===== src/rtl/alu_pipe.sv =====
// alu_pipe: registered WIDTH-bit ALU with valid/ready handshakes, status flags
// and an optional multi-cycle shift-add multiply enabled by ALU_PIPE_MUL_EN.
//
// Ports:
//   clk, rst                  rising-edge clock, async active-high reset
//   in_valid/in_ready         input handshake (A, B, op)
//   A, B [WIDTH-1:0], op [2:0] operands and opcode
//   out_valid/out_ready       output handshake
//   alu_out, alu_out_hi       result low half, product high half
//   flag_c/z/n/v              carry/borrow, zero, negative, signed overflow
//
// Macro ALU_PIPE_MUL_EN: when defined, op 111 is an unsigned WIDTH-step
// shift-add multiply. When undefined, op 111 completes in one cycle with 0.
module alu_pipe #(
    parameter int WIDTH = 8
) (
    input  logic             clk,
    input  logic             rst,
    input  logic             in_valid,
    output logic             in_ready,
    input  logic [WIDTH-1:0] A,
    input  logic [WIDTH-1:0] B,
    input  logic [2:0]       op,
    output logic             out_valid,
    input  logic             out_ready,
    output logic [WIDTH-1:0] alu_out,
    output logic [WIDTH-1:0] alu_out_hi,
    output logic             flag_c,
    output logic             flag_z,
    output logic             flag_n,
    output logic             flag_v
);

    logic             valid_q, valid_d;
    logic [WIDTH-1:0] res_q, res_d;
    logic [WIDTH-1:0] hi_q, hi_d;
    logic             c_q, c_d;
    logic             z_q, z_d;
    logic             n_q, n_d;
    logic             v_q, v_d;

    logic             accept;
    logic [WIDTH:0]   add_w;
    logic [WIDTH:0]   sub_w;
    logic [WIDTH-1:0] sc_res;
    logic             sc_c;
    logic             sc_v;

    // Single-cycle datapath; the extra top bit carries out / borrows.
    assign add_w = {1'b0, A} + {1'b0, B};
    assign sub_w = {1'b0, A} - {1'b0, B};

    always_comb begin
        sc_res = '0;
        sc_c   = 1'b0;
        sc_v   = 1'b0;
        case (op)
            3'b001: begin
                sc_res = add_w[WIDTH-1:0];
                sc_c   = add_w[WIDTH];
                sc_v   = (A[WIDTH-1] == B[WIDTH-1]) &&
                         (add_w[WIDTH-1] != A[WIDTH-1]);
            end
            3'b010: begin
                sc_res = sub_w[WIDTH-1:0];
                sc_c   = sub_w[WIDTH];
                sc_v   = (A[WIDTH-1] != B[WIDTH-1]) &&
                         (sub_w[WIDTH-1] != A[WIDTH-1]);
            end
            3'b011:  sc_res = A & B;
            3'b100:  sc_res = A | B;
            3'b101:  sc_res = ~A;
            3'b110:  sc_res = ~B;
            default: sc_res = '0;
        endcase
    end

`ifdef ALU_PIPE_MUL_EN
    localparam int CNT_W = $clog2(WIDTH) + 1;

    typedef enum logic {
        IDLE,
        MUL
    } state_t;

    state_t           state_q, state_d;
    logic [CNT_W-1:0] cnt_q, cnt_d;
    logic [WIDTH-1:0] mcand_q, mcand_d;
    logic [WIDTH-1:0] mplr_q, mplr_d;
    logic [WIDTH-1:0] acc_q, acc_d;
    logic [WIDTH:0]   step_sum;

    assign in_ready = (state_q == IDLE) && (!valid_q || out_ready);

    // Right-shifting multiplier: {acc, mplr} holds the partial product,
    // the multiplier bits drain out of the bottom of mplr.
    assign step_sum = {1'b0, acc_q} +
                      (mplr_q[0] ? {1'b0, mcand_q} : {(WIDTH+1){1'b0}});
`else
    assign in_ready = !valid_q || out_ready;
`endif

    assign accept = in_valid && in_ready;

    always_comb begin
        valid_d = valid_q;
        res_d   = res_q;
        hi_d    = hi_q;
        c_d     = c_q;
        z_d     = z_q;
        n_d     = n_q;
        v_d     = v_q;
`ifdef ALU_PIPE_MUL_EN
        state_d = state_q;
        cnt_d   = cnt_q;
        mcand_d = mcand_q;
        mplr_d  = mplr_q;
        acc_d   = acc_q;
        case (state_q)
            IDLE: begin
                if (accept && op == 3'b111) begin
                    state_d = MUL;
                    mcand_d = A;
                    mplr_d  = B;
                    acc_d   = '0;
                    cnt_d   = CNT_W'(WIDTH);
                    if (out_ready) begin
                        valid_d = 1'b0;
                    end
                end else if (accept) begin
                    valid_d = 1'b1;
                    res_d   = sc_res;
                    hi_d    = '0;
                    c_d     = sc_c;
                    v_d     = sc_v;
                    z_d     = (sc_res == '0);
                    n_d     = sc_res[WIDTH-1];
                end else if (out_ready) begin
                    valid_d = 1'b0;
                end
            end
            MUL: begin
                acc_d  = step_sum[WIDTH:1];
                mplr_d = {step_sum[0], mplr_q[WIDTH-1:1]};
                cnt_d  = cnt_q - 1'b1;
                if (cnt_q == CNT_W'(1)) begin
                    state_d = IDLE;
                    valid_d = 1'b1;
                    res_d   = mplr_d;
                    hi_d    = acc_d;
                    c_d     = 1'b0;
                    v_d     = 1'b0;
                    z_d     = (mplr_d == '0);
                    n_d     = mplr_d[WIDTH-1];
                end
            end
            default: state_d = IDLE;
        endcase
`else
        if (accept) begin
            valid_d = 1'b1;
            res_d   = sc_res;
            hi_d    = '0;
            c_d     = sc_c;
            v_d     = sc_v;
            z_d     = (sc_res == '0);
            n_d     = sc_res[WIDTH-1];
        end else if (out_ready) begin
            valid_d = 1'b0;
        end
`endif
    end

    always_ff @(posedge clk or posedge rst) begin
        if (rst) begin
            valid_q <= 1'b0;
            res_q   <= '0;
            hi_q    <= '0;
            c_q     <= 1'b0;
            z_q     <= 1'b0;
            n_q     <= 1'b0;
            v_q     <= 1'b0;
        end else begin
            valid_q <= valid_d;
            res_q   <= res_d;
            hi_q    <= hi_d;
            c_q     <= c_d;
            z_q     <= z_d;
            n_q     <= n_d;
            v_q     <= v_d;
        end
    end

`ifdef ALU_PIPE_MUL_EN
    always_ff @(posedge clk or posedge rst) begin
        if (rst) begin
            state_q <= IDLE;
            cnt_q   <= '0;
            mcand_q <= '0;
            mplr_q  <= '0;
            acc_q   <= '0;
        end else begin
            state_q <= state_d;
            cnt_q   <= cnt_d;
            mcand_q <= mcand_d;
            mplr_q  <= mplr_d;
            acc_q   <= acc_d;
        end
    end
`endif

    assign out_valid  = valid_q;
    assign alu_out    = res_q;
    assign alu_out_hi = hi_q;
    assign flag_c     = c_q;
    assign flag_z     = z_q;
    assign flag_n     = n_q;
    assign flag_v     = v_q;

endmodule


===== config.mk =====
export PLATFORM = sky130hd
export DESIGN_NAME = alu_pipe
export DESIGN_NICKNAME = d
export VERILOG_FILES = /design/src/rtl/alu_pipe.sv
export SDC_FILE = /design/constraint.sdc
export NUM_CORES = 1
export LEC_CHECK = 0
export ABC_CLOCK_PERIOD_IN_PS = 1800
export CORE_ASPECT_RATIO = 1.5
export CORE_MARGIN = 5
export CORE_UTILIZATION = 51
export CTS_BUF_LIST = sky130_fd_sc_hd__clkbuf_16
export DETAILED_ROUTE_END_ITERATION = 10
export GPL_TIMING_DRIVEN = 0
export PLACE_DENSITY = 0.82
export SLEW_MARGIN = 30
export SYNTH_ARGS = -nofsm -noshare
export SYNTH_HDL_FRONTEND = slang
export SYNTH_SLANG_ARGS = --single-unit

===== constraint.sdc =====
create_clock -name clk -period 1.8 [get_ports clk]
set_input_delay 0.36 -clock clk [delete_from_list [all_inputs] [get_ports clk]]
set_output_delay 0.36 -clock clk [all_outputs]
set_load 0.1 [all_outputs]

==> flow_summary_export.csv <==
group,metric,value,unit
detailed_routing,wl,6575,um
global_routing,use_met1,24.98,%
global_routing,gr-max-usage-layer,"met2",
global_routing,first_global_vias,2215,
detailed_routing,wl_per_cell,18.47,um
clock_network,cts_buffers,3,
power,ir_drop,693.1,uV
synth,yosys_warnings,0,
synth,synth_edf_count,0,
clock_network,clk_latency,0.24,ns
setup_path,cp-start-kind,"input pin",
setup_path,cpMostUsedCell,"buf_6",
setup_path,cp_max_fo,7,
timing,max_slew_margin,36.61,%
setup_path,worstPathCellList,"buf_6 -> inv_4 -> ha_4 -> buf_6 -> o21ai_0 -> nor2_2 -> o2bb2ai_1 -> a32oi_1 -> nand3_1 -> nor4_2 -> a32o_2",
global_routing,use_met3,4.462,%
worst_hold_path,holdCritPathClass,"input pin to async pin",
timing,period_minus_slack,2.202,ns
synth,synth.distinct_cells,60,
setup_path,slowest_delay,0.31,ns
place,io_buffers,35,
detailed_routing,dr_total_vias,2211,
synth,synth_area,1901,um^2
power,powerDensity,675.9,nW/um^2
detailed_routing,drt_pre_antenna_iters,6,
floorplanning,dieWidth,59.85,um
floorplanning,fp.dieH,84.77,um
synth,async_flop_share,100.0,%
detailed_routing,drc,0,
timing,fin_tns_setup,-1.738,ns
synth,synth-main-ff-cell,"dfrtp_1",
synth,yosys.area.top_type_share,16.46,%
timing,finalMaxSlewViolations,0,
place,dp_slack,-1.262,ns
synth,synth_area_leaders,"ha_1 (16%), dfrtp_1 (16%), nor2_1 (5.7%)",
flow_run,cap_violations,0,
timing,tightestPinTransition,0.9546,ns
floorplanning,ios,45,
clock_network,htreeDepth,1,
final_layout,syn2layout_area_growth,55.83,%
global_routing,use_met2,44.29,%
floorplanning,num_rows,27,
synth,synth_top_area_cell,"ha_1",
detailed_routing,via_per_inst,6.211,
setup_path,crit_arrival,2.38,ns
floorplanning,core-area,3649,um^2
timing,timing.final.crit_share,122.3,%
clock_network,cts_buffer_depth,2,
clock_network,root_buffer,"clkbuf_16",
global_routing,grt_usage,24.80,%
synth,syn_avg_cell_area,7.789,um^2
place,gp_congestion,0.9785,
clock_network,cts_hold_buffers,0,
synth,ys_ff_latch,12,
detailed_routing,drtIter0Drc,155,
setup_path,path_class,"input pin to flip-flop",
floorplanning,start_util,52.09,%
clock_network,path_clk_slew,0.04,ns
place,post-place-cells,329,
power,power,2002,uW
global_routing,antenna_found_initial,0,
clock_network,cts.sinks,12,
setup_path,worstSetupEndpointType,"flip-flop",
final_layout,layout_commonest_cell,"buf_4",
status,violations,"setup timing",
final_layout,final_cell_mix,"buf_4 (32), nor2_1 (26), nand2_1 (15)",
timing,finalWorstSetupSlack,-0.4019,ns
status,outcome,"finished with violations",
power,cellLeakagePower,0.001319,uW
detailed_routing,drtAntennaViolNets,0,
synth,ys_seq_area_share,15.80,%
timing,fin_skew,0.001896,ns
synth,netlist_instances,244,
timing,setup_viol,6,
final_layout,multiInputGateArea,1679,um^2
timing,clock.fmax,0.4541,GHz
timing,hold_viol,0,
place,place_hpwl,3986,um
timing,rsz0062_at_grt,"yes",
global_routing,grt_overflow,0,
final_layout,nFillCells,225,
floorplanning,die-area,5073,um^2
final_layout,seq_area,304.0,um^2
setup_path,slowest_stage,"o21ai_0",
global_routing,grt_first_pass_wirelength,9873,um
final_layout,final_cell_count_no_fill,356,
global_routing,grt_max_degree,13,
final_layout,diodes,0,
clock_network,tritoncts,"done",
setup_path,required,1.98,ns
final_layout,drive_gt1_share,42.49,%
final_layout,nNetsFinal,364,
==> repair_timing <==
item,4_1_cts,5_1_grt
gates resized for setup,161,25
pin swaps,28,16
buffers inserted,20,3
cloned,1,0
setup endpoints to repair,25,16
==> through the flow <==
step	hold slack (ns)	util [%]	cell area (um^2)
global route	0.4836	81.17	2962
finish	0.4229	81.17	2962
detailed placement	0.4641	66.50	2426
global placement	0.4608	66.50	2426
floorplan	0.2247	-	2022
CTS	0.4371	78.88	2878
==> layer usage <==
| layer | share of wire (%) | up-vias |
|---|---|---|
| li1 | - | 998 |
| met1 | 34 | 1020 |
| met2 | 52 | 150 |
| met3 | 9.4 | 43 |
| met4 | 5.0 | 0 |
| met5 | 0 | - |
==> logic make-up after synthesis <==
logic type	share of synthesized area (%)
buffers and inverters	12.64
AOI/OAI and AO/OA	27.45
xor gates and xnor gates	2.305
other	0.1973
DFF	15.80
and+or+nand+nor	19.55
muxes	3.489
adders and majority gates	18.56
==> critical path: cells and delay by family <==
family	cells	cell delay (ns)
AND/OR/NAND/NOR	3	0.63
AO/OA/AOI/OAI	4	0.88
buffers and inverters	3	0.31
adder cells (fa/ha/maj)	1	0.19
==> layout make-up <==
class | instances | area share, %
timing repair buffer | 59 | 18.46
buffer | 20 | 5.577
tap | 43 | 1.817
clock inverter | 1 | 0.1267
sequential | 12 | 10.27
inverter | 23 | 4.520
multi-input combinational | 195 | 56.70
clock buffer | 3 | 2.535
==> flip-flops by register name, indices dropped and copies added, names as in the netlist <==
name       cells
flag_v         1
flag_c         1
flag_z         1
alu_out        8
out_valid      1
==> power by group <==
part           leakage, uW  internal [uW]  switching (uW)
combinational      0.00114            423             844
clock            0.0000385            292             110
sequential        0.000144            312            21.2
total              0.00132           1030             975
==> path summary, 6_finish.rpt <==
path | startpoint | end | slack (ns) | cells after the start
setup / recovery | B[2] | flag_z | -0.40 | 11
hold / removal | rst | flag_v | 0.42 | 2
setup reg to reg | out_valid | flag_z | 0.04 | 6
hold reg to reg | alu_out[0] | alu_out[0] | 0.50 | 1
max in group asynchronous | rst | out_valid | 1.03 | 2
min in group clk | alu_out[0] | alu_out[0] | 0.50 | 1
==> cells in the mapped netlist (all sizes together), types with 3 or more instances <==
cell	n
nor2	30
a31oi	6
clkbuf	6
ha	25
a32o	3
nor2b	6
dfrtp	12
a21oi	13
nor3	8
a211oi	7
o21ai	14
o221ai	3
xnor2	3
nand2	16
mux2	5
buf	15
nand3	3
inv	23
nand2b	8
No activity file was read; power rests on OpenSTA's default activity.
